$ cat src/rtl/pulse_output_gen.sv
// Output stage of the pulse divider: turns each completed count into one pulse
// of programmable width and re-arms the upstream counter.
module pulse_output_gen #(
  parameter int WIDTH_BITS = 16,
  parameter int TOTAL_BITS = 16
) (
  input  logic                  pulse_clock,
  input  logic                  gen_reset,
  input  logic                  gen_enable,
  input  logic                  gen_oneshot,
  input  logic [WIDTH_BITS-1:0] gen_width,
  input  logic                  count_completed,
  output logic                  count_enable_out,
  output logic                  count_reset_out,
  output logic                  pulse_out,
  output logic                  gen_busy,
  output logic [TOTAL_BITS-1:0] pulse_total
);

  typedef enum logic [2:0] {
    IDLE,
    REARM,
    WAIT_CLR,
    ARMED,
    FIRE,
    DONE
  } state_t;

  state_t                state, state_nxt;
  logic [WIDTH_BITS-1:0] width_cnt, width_cnt_nxt;
  logic                  fire_start;

  function automatic logic [WIDTH_BITS-1:0] clamp_width(input logic [WIDTH_BITS-1:0] w);
    return (w == '0) ? WIDTH_BITS'(1) : w;
  endfunction

  always_comb begin
    state_nxt     = state;
    width_cnt_nxt = width_cnt;
    fire_start    = 1'b0;
    case (state)
      IDLE: begin
        if (gen_enable) state_nxt = REARM;
      end
      REARM: begin
        state_nxt = gen_enable ? WAIT_CLR : IDLE;
      end
      WAIT_CLR: begin
        // A flag still latched from the previous cycle must clear before arming
        if (!gen_enable)          state_nxt = IDLE;
        else if (!count_completed) state_nxt = ARMED;
      end
      ARMED: begin
        if (!gen_enable) begin
          state_nxt = IDLE;
        end else if (count_completed) begin
          state_nxt     = FIRE;
          width_cnt_nxt = clamp_width(gen_width);
          fire_start    = 1'b1;
        end
      end
      FIRE: begin
        if (!gen_enable) begin
          state_nxt     = IDLE;
          width_cnt_nxt = '0;
        end else if (width_cnt <= WIDTH_BITS'(1)) begin
          state_nxt     = gen_oneshot ? DONE : REARM;
          width_cnt_nxt = '0;
        end else begin
          width_cnt_nxt = width_cnt - WIDTH_BITS'(1);
        end
      end
      DONE: begin
        if (!gen_enable) state_nxt = IDLE;
      end
      default: state_nxt = IDLE;
    endcase
  end

  // Outputs are decoded from the next state so every output is a flop
  always_ff @(posedge pulse_clock or posedge gen_reset) begin
    if (gen_reset) begin
      state            <= IDLE;
      width_cnt        <= '0;
      pulse_total      <= '0;
      pulse_out        <= 1'b0;
      count_enable_out <= 1'b0;
      count_reset_out  <= 1'b0;
      gen_busy         <= 1'b0;
    end else begin
      state            <= state_nxt;
      width_cnt        <= width_cnt_nxt;
      if (fire_start) pulse_total <= pulse_total + TOTAL_BITS'(1);
      pulse_out        <= (state_nxt == FIRE);
      count_enable_out <= (state_nxt == ARMED);
      count_reset_out  <= (state_nxt == REARM);
      gen_busy         <= (state_nxt == REARM) || (state_nxt == WAIT_CLR) ||
                          (state_nxt == ARMED) || (state_nxt == FIRE);
    end
  end

endmodule
$ cat config.mk
export PLATFORM = sky130hd
export DESIGN_NAME = pulse_output_gen
export DESIGN_NICKNAME = d
export VERILOG_FILES = /design/src/rtl/pulse_output_gen.sv
export SDC_FILE = /design/constraint.sdc
export NUM_CORES = 1
export LEC_CHECK = 0
export CAP_MARGIN = 10
export CORE_ASPECT_RATIO = 1.75
export CORE_MARGIN = 1.5
export CORE_UTILIZATION = 45
export CTS_BUF_LIST = sky130_fd_sc_hd__clkbuf_8 sky130_fd_sc_hd__clkbuf_16
export DETAILED_ROUTE_END_ITERATION = 8
export PLACE_DENSITY = 0.83
export SLEW_MARGIN = 0
export SYNTH_ARGS = -nofsm -noshare
export SYNTH_HDL_FRONTEND = slang
export SYNTH_SLANG_ARGS = --single-unit
$ cat constraint.sdc
create_clock -name pulse_clock -period 2.7 [get_ports pulse_clock]
set_clock_uncertainty 0.15 [all_clocks]
set_input_delay 0.405 -clock pulse_clock [delete_from_list [all_inputs] [get_ports pulse_clock]]
set_output_delay 0.405 -clock pulse_clock [all_outputs]
set_load 0.01 [all_outputs]
==> flow_summary.yaml <==
placement:
  dpl_cell_area_um2: 2610
  io_buffer_count: 40
  dp_hpwl_mm: 3.80
  place.gp.congestion: 0.893
synthesis:
  synth_cells: 221
  ys_warn_count: 0
  synth-seq-area-share: 0.457
  postSynthAreaPerCell_um2: 9.65
  async_reset_ff_frac: 1.00
  yosysUniqueCellTypes: 47
  ys_seq_elements: 39
  synth_area_leaders: "dfrtp_1 46%, xnor2_1 5.7%, o21ai_0 3.3%"
  synthesis.nets: 245
  synth_area_leader_cell: "dfrtp_1"
  syn_area_um2: 2130
  synth_edf_count: 0
  synth_top_area_share: 0.457
  synthFlopType: "dfrtp_1"
worst_setup_path:
  cp_max_fo: 10
  rr_startpoint: "width_cnt[4]"
  reg2reg_depth: 5
  cp_num_buf_inv: 0
  worstSetupPathType: "reg2reg"
  reg2reg_slack_ns: 0.25
  worst_path_largest_cell_delay_ns: 0.52
  crit_cells: 5
  cp_cell_sequence: "or4_4 -> or4_4 -> or3_1 -> or3_1 -> nand3_1"
  endpoint: "width_cnt[15]"
  startpoint_type: "flop"
  required_ns: 2.78
  worstPathArrival_ns: 2.53
  worst_setup_path_end_kind: "flop"
  cp-startpoint: "width_cnt[4]"
  r2r-end: "width_cnt[15]"
  cpMaxStageDelayCell: "or4_4"
  crit_family: "simple AND/OR/NAND/NOR gates"
timing:
  rsz0062_at_grt: "false"
  hold_viol: 0
  slew_headroom: 0.564
  whs_ns: 0.324
  period_needed_ns: 2.45
  slew_viol_final: 0
  fin_tns_setup_ns: 0
  fmax_mhz: 408
  post-route-period-util: 0.908
  worstMarginPinSlew_ns: 0.652
  setup_viol: 0
cts:
  cts_tree: "done"
  clockRootBuffer: "clkbuf_8"
  htree_num_levels: 2
  cts_setup_buffers: 0
  cts.path.max_buffers: 2
  clkSinkCount: 39
  cts.repair.resized: 0
  clk_pin_slew_ns: 0.08
  cts.hold.buffers_added: 0
  clk_latency_ns: 0.30
  cts_buffers: 5
route:
  post-route-drc-count: 0
  vias_per_cell: 5.98
  dr.pass1.iters: 4
  post_drt_wl_per_cell_um: 15.9
  antenna_left: 0
  drtIter0Drc: 54
  drt_wl_total_mm: 5.06
  vias: 1909
die:
  rows: 33
  start_util: 0.461
  die_h_um: 94.1
  die_x_um: 55.0
  die_area_um2: 5180
  boundaryPins: 41
  core_um2: 4620
grt:
  grt_usage: 0.222
  grt_pass1_wl_mm: 8.34
  grt-ovfl-total: 0
  grt_max_degree: 40
  grt_pass1_vias: 1794
  antenna_found_initial: 0
layout:
  drive_above_1_share: 0.0974
  seq_area_um2: 976
  area_delta_synth_final_pct: 28.7
  layout.nets: 290
  multiInputGateArea_um2: 1080
  fillCellCount: 410
  fin_area_um2: 2750
  diodes: 0
outcome:
  outcome: "complete, no violations"
power:
  vdd_drop_max_uv: 562
  power_density_nw_per_um2: 778
  p_leak_nw: 1.16
min_path:
  hold_path.class: "reg2reg"
  whs_path_depth: 1
flow_run:
  maxCapViolCount: 0
==> stage by stage <==
step,setup WS [ns],power (W),std cells,utilization
after floorplan,0.326,0.00133,221,-
final,0.247,0.00214,319,0.594
after CTS,0.258,0.00214,319,0.594
after global placement,0.317,0.00153,311,0.564
after detailed placement,0.256,0.00155,311,0.564
after global routing,0.171,0.00226,319,0.594
==> registers in the layout, summed over array words and instances (netlist names) <==
signal	cells
count_enable_out	1
count_reset_out	1
gen_busy	1
pulse_out	1
pulse_total	16
state	3
width_cnt	16
==> cell type report <==
cell class              instances  share of cell area
clock buffers                   5              0.0251
clock inverters                 3              0.0246
inverters                       8              0.0109
multi-input cells             165               0.395
flip-flops and latches         39               0.356
well taps                      52              0.0237
repair buffers                 47               0.165
==> how the worst min path moves through the flow <==
stage | end | startpoint | slack [ns]
floorplan | count_enable_out | count_completed | 0.33
finish | pulse_total[15] | pulse_total[15] | 0.32
global placement | pulse_total[15] | pulse_total[15] | 0.31
global route | pulse_total[15] | pulse_total[15] | 0.35
CTS | pulse_total[15] | pulse_total[15] | 0.33
detailed placement | pulse_total[15] | pulse_total[15] | 0.32
==> worst reg2reg max path, stage by stage, from the launching register on <==
cell and delay (ns):
dfrtp_1 0.48, or4_4 0.52, or4_4 0.51, or3_1 0.34
or3_1 0.31, nand3_1 0.08
==> cell usage after synthesis (all sizes together), types with 7 or more instances <==
cell type  instances
a21oi              8
clkbuf             7
dfrtp             39
inv                8
nand2             14
nand3             11
nand4              7
nor2              16
nor3              11
nor4               8
o21ai             14
xnor2             14
==> per-layer routing <==
layer | track usage | routed length [µm] | vias up
met2 | 0.358 | 2640 | 78
met5 | 0 | 0 | -
li1 | - | - | 909
met3 | 0.0350 | 215 | 22
met4 | 0.132 | 226 | 0
met1 | 0.266 | 1990 | 900
==> cells by family after synthesis <==
| group | Yosys count | share of synthesized area |
|---|---|---|
| AND/OR/NAND/NOR | 92 | 0.245 |
| adder cells (fa/ha/maj) | 3 | 0.0176 |
| AO/OA/AOI/OAI | 49 | 0.157 |
| flip-flops | 39 | 0.457 |
| multiplexers | 3 | 0.0152 |
| XOR/XNOR | 18 | 0.0739 |
| buffers and inverters | 17 | 0.0340 |
==> layout by cell type, fill, tap and decap left out, types with 2 or more instances in the layout <==
cell / count
clkdlybuf4s50_1: 40
dfrtp_1: 39
nor2_1: 16
nand2_1: 14
xnor2_1: 14
o21ai_0: 14
nor3_1: 11
nand3_1: 11
inv_1: 8
a21oi_1: 8
nand4_1: 7
nor4_1: 7
buf_4: 7
a22oi_1: 6
or3_1: 5
clkbuf_8: 5
xor2_1: 4
and3_1: 4
or4_4: 4
ha_1: 3
mux2_2: 2
nand2b_1: 2
nor3b_1: 2
a21o_1: 2
and2_1: 2
and4_1: 2
o211ai_1: 2
o22ai_1: 2
a221o_1: 2
a31o_2: 2
bufinv_16: 2
==> power by group <==
group	leakage (nW)	internal, W	switching, W
clock network	0.0644	0.000369	0.000215
registers	0.517	0.000717	0.000191
logic	0.577	0.000322	0.000323
total	1.16	0.00141	0.000729
(Power assumes the default switching activity.)
